<file path="src/rtl/volume_control.sv">
// Volume control: edge-detected Up/Down steps with acceleration, saturating Volume, slew-limited Gain.
// Latency: Volume/Changed update 2 edges after Up/Down is first sampled high; Gain moves 1 LSB per RAMP_DIV cycles.
// Backpressure: none; level inputs are sampled every cycle and never stalled.
//
// Ports:
//   Clk      system clock
//   Reset    synchronous, active-high reset
//   Up/Down  debounced levels; each rising edge is one step request
//   Mute     rising edge toggles mute        (only with VOLUME_MUTE_EN)
//   Muted    current mute state              (only with VOLUME_MUTE_EN)
//   Volume   target volume setting
//   Gain     slewed gain for the DAC gain stage
//   Busy     high while Gain has not reached the target
//   Changed  one-cycle pulse when Volume takes a new value
// Optional feature macro: VOLUME_MUTE_EN (adds Mute/Muted and the mute path).

module volume_control #(
    parameter int MAX_VOL      = 255,
    parameter int DEFAULT_VOL  = 128,
    parameter int RAMP_DIV     = 50000,
    parameter int ACCEL_CYCLES = 5000000,
    parameter int ACCEL_STEP   = 4
) (
    input  logic       Clk,
    input  logic       Reset,
    input  logic       Up,
    input  logic       Down,
`ifdef VOLUME_MUTE_EN
    input  logic       Mute,
    output logic       Muted,
`endif
    output logic [7:0] Volume,
    output logic [7:0] Gain,
    output logic       Busy,
    output logic       Changed
);

    localparam int PW = (RAMP_DIV > 1) ? $clog2(RAMP_DIV) : 1;
    localparam int AW = (ACCEL_CYCLES > 0) ? $clog2(ACCEL_CYCLES + 1) : 1;

    localparam logic [PW-1:0] PRESC_LAST = PW'(RAMP_DIV - 1);
    localparam logic [AW-1:0] ACCEL_SAT  = AW'(ACCEL_CYCLES);
    localparam logic [8:0]    STEP_FAST  = 9'(ACCEL_STEP);
    localparam logic [8:0]    MAX_V9     = 9'(MAX_VOL);
    localparam logic [7:0]    DEF_V      = 8'(DEFAULT_VOL);

    typedef enum logic [1:0] {
        RAMP_IDLE,
        RAMP_UP,
        RAMP_DOWN
    } ramp_state_t;

    // ------------------------------------------------------------------
    // Input register + delayed copy for edge detection
    // ------------------------------------------------------------------
    logic up_q, up_dly_q, dn_q, dn_dly_q;
    logic up_edge, dn_edge, step_acc;

    always_ff @(posedge Clk) begin
        if (Reset) begin
            up_q     <= 1'b0;
            up_dly_q <= 1'b0;
            dn_q     <= 1'b0;
            dn_dly_q <= 1'b0;
        end else begin
            up_q     <= Up;
            up_dly_q <= up_q;
            dn_q     <= Down;
            dn_dly_q <= dn_q;
        end
    end

    assign up_edge  = up_q & ~up_dly_q;
    assign dn_edge  = dn_q & ~dn_dly_q;
    // Simultaneous Up and Down edges cancel out and are not a step.
    assign step_acc = up_edge ^ dn_edge;

    // ------------------------------------------------------------------
    // Volume arithmetic with acceleration
    // ------------------------------------------------------------------
    logic [7:0]    vol_q, vol_d;
    logic [AW-1:0] accel_q, accel_d;
    logic          changed_q, changed_d;
    logic [8:0]    step_sz;
    logic [8:0]    up_sum;
    logic [7:0]    target;

    // The accel counter measures cycles since the last accepted step; a
    // saturated counter means "slow" and yields a single-LSB step.
    assign step_sz = (accel_q < ACCEL_SAT) ? STEP_FAST : 9'd1;
    // 9-bit sum so that a step near the top cannot wrap before the clamp.
    assign up_sum  = {1'b0, vol_q} + step_sz;

    always_comb begin
        vol_d = vol_q;
        if (up_edge && !dn_edge) begin
            vol_d = (up_sum > MAX_V9) ? MAX_V9[7:0] : up_sum[7:0];
        end else if (dn_edge && !up_edge) begin
            vol_d = ({1'b0, vol_q} < step_sz) ? 8'd0 : (vol_q - step_sz[7:0]);
        end

        if (step_acc) begin
            accel_d = '0;
        end else if (accel_q < ACCEL_SAT) begin
            accel_d = accel_q + 1'b1;
        end else begin
            accel_d = accel_q;
        end

        // No pulse for a step that is clamped at 0 or MAX_VOL.
        changed_d = step_acc && (vol_d != vol_q);
    end

`ifdef VOLUME_MUTE_EN
    logic mute_q, mute_dly_q, mute_edge;
    logic muted_q, muted_d;

    assign mute_edge = mute_q & ~mute_dly_q;

    // An accepted step always unmutes, even if a Mute edge arrives with it.
    always_comb begin
        muted_d = muted_q;
        if (step_acc) begin
            muted_d = 1'b0;
        end else if (mute_edge) begin
            muted_d = ~muted_q;
        end
    end

    always_ff @(posedge Clk) begin
        if (Reset) begin
            mute_q     <= 1'b0;
            mute_dly_q <= 1'b0;
            muted_q    <= 1'b0;
        end else begin
            mute_q     <= Mute;
            mute_dly_q <= mute_q;
            muted_q    <= muted_d;
        end
    end

    assign target = muted_q ? 8'd0 : vol_q;
    assign Muted  = muted_q;
`else
    assign target = vol_q;
`endif

    always_ff @(posedge Clk) begin
        if (Reset) begin
            vol_q     <= DEF_V;
            accel_q   <= ACCEL_SAT;
            changed_q <= 1'b0;
        end else begin
            vol_q     <= vol_d;
            accel_q   <= accel_d;
            changed_q <= changed_d;
        end
    end

    // ------------------------------------------------------------------
    // Gain slew FSM. Direction is re-derived from Gain vs target every
    // cycle, so a target change mid-ramp redirects without restarting the
    // prescaler. Reset drops Gain to 0, giving a soft start.
    // ------------------------------------------------------------------
    ramp_state_t   state_q;
    logic [PW-1:0] presc_q;
    logic [7:0]    gain_q;
    logic [7:0]    gain_nxt;

    assign gain_nxt = (gain_q < target) ? (gain_q + 8'd1) : (gain_q - 8'd1);

    always_ff @(posedge Clk) begin
        if (Reset) begin
            gain_q  <= 8'd0;
            presc_q <= '0;
            state_q <= (DEF_V != 8'd0) ? RAMP_UP : RAMP_IDLE;
        end else if (gain_q == target) begin
            presc_q <= '0;
            state_q <= RAMP_IDLE;
        end else if (presc_q == PRESC_LAST) begin
            presc_q <= '0;
            gain_q  <= gain_nxt;
            if (gain_nxt == target) begin
                state_q <= RAMP_IDLE;
            end else if (gain_nxt < target) begin
                state_q <= RAMP_UP;
            end else begin
                state_q <= RAMP_DOWN;
            end
        end else begin
            presc_q <= presc_q + 1'b1;
            state_q <= (gain_q < target) ? RAMP_UP : RAMP_DOWN;
        end
    end

    assign Volume  = vol_q;
    assign Gain    = gain_q;
    assign Busy    = (state_q != RAMP_IDLE);
    assign Changed = changed_q;

endmodule

</file>
<file path="config.mk">
export PLATFORM = sky130hd
export DESIGN_NAME = volume_control
export DESIGN_NICKNAME = d
export VERILOG_FILES = /design/src/rtl/volume_control.sv
export SDC_FILE = /design/constraint.sdc
export NUM_CORES = 1
export LEC_CHECK = 0
export ABC_AREA = 1
export CORE_ASPECT_RATIO = 1.4
export CORE_MARGIN = 2
export CORE_UTILIZATION = 50
export CTS_BUF_LIST = sky130_fd_sc_hd__clkbuf_4
export CTS_CLUSTER_DIAMETER = 200
export DETAILED_ROUTE_END_ITERATION = 10
export DONT_BUFFER_PORTS = 1
export HOLD_SLACK_MARGIN = 0.02
export PLACE_DENSITY_LB_ADDON = 0.12
export SKIP_LAST_GASP = 1
export SYNTH_ARGS = -nofsm -noshare
export SYNTH_HDL_FRONTEND = slang
export SYNTH_SLANG_ARGS = --single-unit
export TNS_END_PERCENT = 5
</file>
<file path="constraint.sdc">
create_clock -name Clk -period 3.73 [get_ports Clk]
set_input_delay 0.373 -clock Clk [delete_from_list [all_inputs] [get_ports Clk]]
set_output_delay 0.373 -clock Clk [all_outputs]
set_load 0.01 [all_outputs]
</file>
==> results.yml <==
setup_path:
  cp_cell_sequence: "inv_1 -> ha_1 -> nand2_1 -> a21oi_1 -> a211oi_2 -> nand2_4 -> buf_4 -> ha_1 -> inv_1 -> nor4_2 -> a21oi_2 -> nand3_1 -> nand2_2 -> ha_4 -> nand2_2 -> inv_2 -> nand3_1 -> nor4_2 -> o21ai_1 -> nand3_1 -> nand2_1"
  cp_max_fo: 5
  required_ps: 4030
  arrival_ps: 3900
  crit_path_end_kind: "register"
  crit_top_cell: "nand3_1"
  cp_num_buf_inv: 4
  slowest_stage: "dfxtp_2"
  crit_type: "register to register"
  cp_top_family: "simple AND/OR/NAND/NOR gates"
  start_kind: "register"
  max_stage_delay_ps: 340
grt:
  grt_max_degree: 22
  grt_overflow: 0
  grt_first_pass_wirelength_um: 16700
  grt_pass1_vias: 3739
  grt.total_usage_pct: 23.3
  antenna_found_initial: 0
routing:
  drt_iter0_markers: 222
  vias: 4072
  wl_per_cell_um: 13.2
  wl_um: 10100
  first_pass_iters: 5
  drc_errors: 0
  drtAntennaViolNets: 0
  viasPerCell: 5.34
sta:
  tightest_slew_ps: 554
  hold_ws_ps: 43.2
  finalHoldViolCount: 0
  fin_skew_ps: 13.3
  slew_headroom_pct: 63.0
  period_share_pct: 96.4
  slew_violations: 0
  setup_slack_ps: 133
  timing.fmax_mhz: 278
  period_minus_slack_ps: 3600
  fin_tns_setup_ps: 0
  setup_viol: 0
layout:
  nets: 695
  drive_gt1_share_pct: 11.6
  antenna_cells: 0
  syn_to_final_growth_pct: 11.2
  stdcell_count: 763
  fin_area_mm2: 0.00468
  nFillCells: 804
  fin_util_pct: 57.4
placement:
  gp_congestion: 0.889
  placed_cells: 747
  dpl.hpwl_um: 7690
  io_buffers: 0
  place_ws_ps: 162
  placed_cell_area_mm2: 0.00442
clock_tree:
  cts-buffers-inserted: 9
  cts_tree: "built"
  insertion_delay_ps: 430
  h-tree-depth: 3
  cts_sinks: 62
  cts_root_buf: "clkbuf_4"
  clkTransAtPathRegs_ps: 110
  cts_buffer_depth: 2
synthesis:
  yosysWarnings: 0
  synth_area_per_cell_um2: 6.65
  synth_seq_area_share_pct: 29.5
  yosysMostFrequentCell: "nand2_1"
  synth_compound_area_share_pct: 11.8
  synthFlopType: "dfxtp_1"
  synth-async-reset-ratio_pct: 0
  synth.distinct_cells: 42
  ys_top_cells_by_area: "dfxtp_1 30%, nand2_1 13%, ha_1 9.5%, inv_1 8.1%, nor2_1 6.2%"
  synth_xor_area_share_pct: 4.58
  synth.largest_area_cell: "dfxtp_1"
  synth_top_family_by_area: "simple AND/OR/NAND/NOR gates"
  synthesis.area_mm2: 0.00421
  netlist.area_leader.share_pct: 29.5
  synth_simple_gate_area_share_pct: 33.6
  synth_seq_cells: 62
  synth_edf_count: 0
  synthCells: 632
  synth_fa_ha_area_share_pct: 10.0
  ys_top_cells_by_count: "150 x nand2_1, 91 x inv_1, 69 x nor2_1, 62 x dfxtp_1, 48 x a21oi_1"
  synth_nets: 669
  synth.mux.area_fraction_pct: 0
power:
  p_leak_nw: 2.08
  irDropWorstVdd_v: 0.000179
  power.total_mw: 1.59
  pwr_density_cell_mw_per_mm2: 340
floorplanning:
  chipWidth_um: 81.5
  rows: 39
  io-pin-count: 22
  initial_core_util_pct: 51.6
  core_area_mm2: 0.00815
  die_h_um: 113
  dieArea_mm2: 0.00917
run_status:
  status: "finished clean"
run:
  max_cap_violations: 0
worst_hold_path:
  worst_hold_path_type: "input port to register"
[power breakdown]
group | switching, mW | internal (mW)
combinational | 0.255 | 0.143
sequential | 0.0393 | 0.699
clock | 0.258 | 0.193
[cell usage in the layout (no fill, tap or decap), types with 2 or more instances in the layout]
master	netlist	routed
clkbuf_4	0	9
o21ai_0	25	23
dfxtp_1	62	59
a21oi_1	48	46
xnor2_1	7	7
nor3_1	16	16
buf_4	0	24
nand4_1	19	19
nor4_1	5	3
nand2_1	150	146
nand2_2	3	6
o21ai_2	2	3
inv_1	91	90
xor2_1	15	15
ha_1	32	27
dfxtp_2	0	3
nor2_1	69	69
nand3b_1	2	2
o21ai_1	5	6
or2_2	4	4
a21oi_2	1	3
inv_2	2	3
clkinv_2	0	3
nor4_2	1	3
nand3_1	43	43
ha_4	0	5
o211ai_1	3	3
[final timing paths]
check / slack [ps] / endpoint / startpoint / cells after the start
worst max register to register: 130 / state_q[0]$_SDFF_PP1_ / Volume[6]$_SDFF_PP0_ / 21
worst max-delay path: 130 / state_q[0]$_SDFF_PP1_ / Volume[6]$_SDFF_PP0_ / 21
worst min-delay path: 40 / up_q$_SDFF_PP0_ / Up / 2
worst min register to register: 430 / up_dly_q$_SDFF_PP0_ / up_q$_SDFF_PP0_ / 2
[layout make-up]
| type | instances | area (um2) | area share (%) |
|---|---|---|---|
| Multi-Input combinational cell | 465 | 2640 | 56.3 |
| Sequential cell | 62 | 1240 | 26.6 |
| Inverter | 95 | 359 | 7.68 |
| Timing Repair Buffer | 25 | 190 | 4.07 |
| Tap cell | 102 | 128 | 2.73 |
| Clock buffer | 9 | 67.6 | 1.44 |
| Clock inverter | 5 | 52.6 | 1.12 |
[registers in the layout (all words and copies together), names as in the netlist]
name and cells:
state_q 2, Changed 1, accel_q 23, dn_q 1, Gain 8, up_q 1
up_dly_q 1, dn_dly_q 1, presc_q 16, Volume 8
[kinds of logic (layout without fill, tap and decap cells)]
kind of cell | count (synthesis) | count (layout)
DFF | 62 | 62
and+or+nand+nor | 318 | 318
adders and majority gates | 33 | 33
xor gates and xnor gates | 22 | 22
AOI/OAI and AO/OA | 92 | 92
buffers and inverters | 105 | 134
[metal layers]
layer	vias to the layer above	track usage (%)	part of all wire, %
met3	13	5.23	3.8
met1	1878	28.8	46
met5	-	0	0
li1	2113	-	-
met4	0	8.93	1.9
met2	68	38.7	49
[repair_timing]
action | in CTS | in global routing
hold endpoints to repair | 11 | 0
hold buffers | 1 | 0
resized for setup | 0 | 23
setup buffers | 0 | 1
endpoints found under the setup margin | 0 | 2
(Power assumes the default switching activity.)
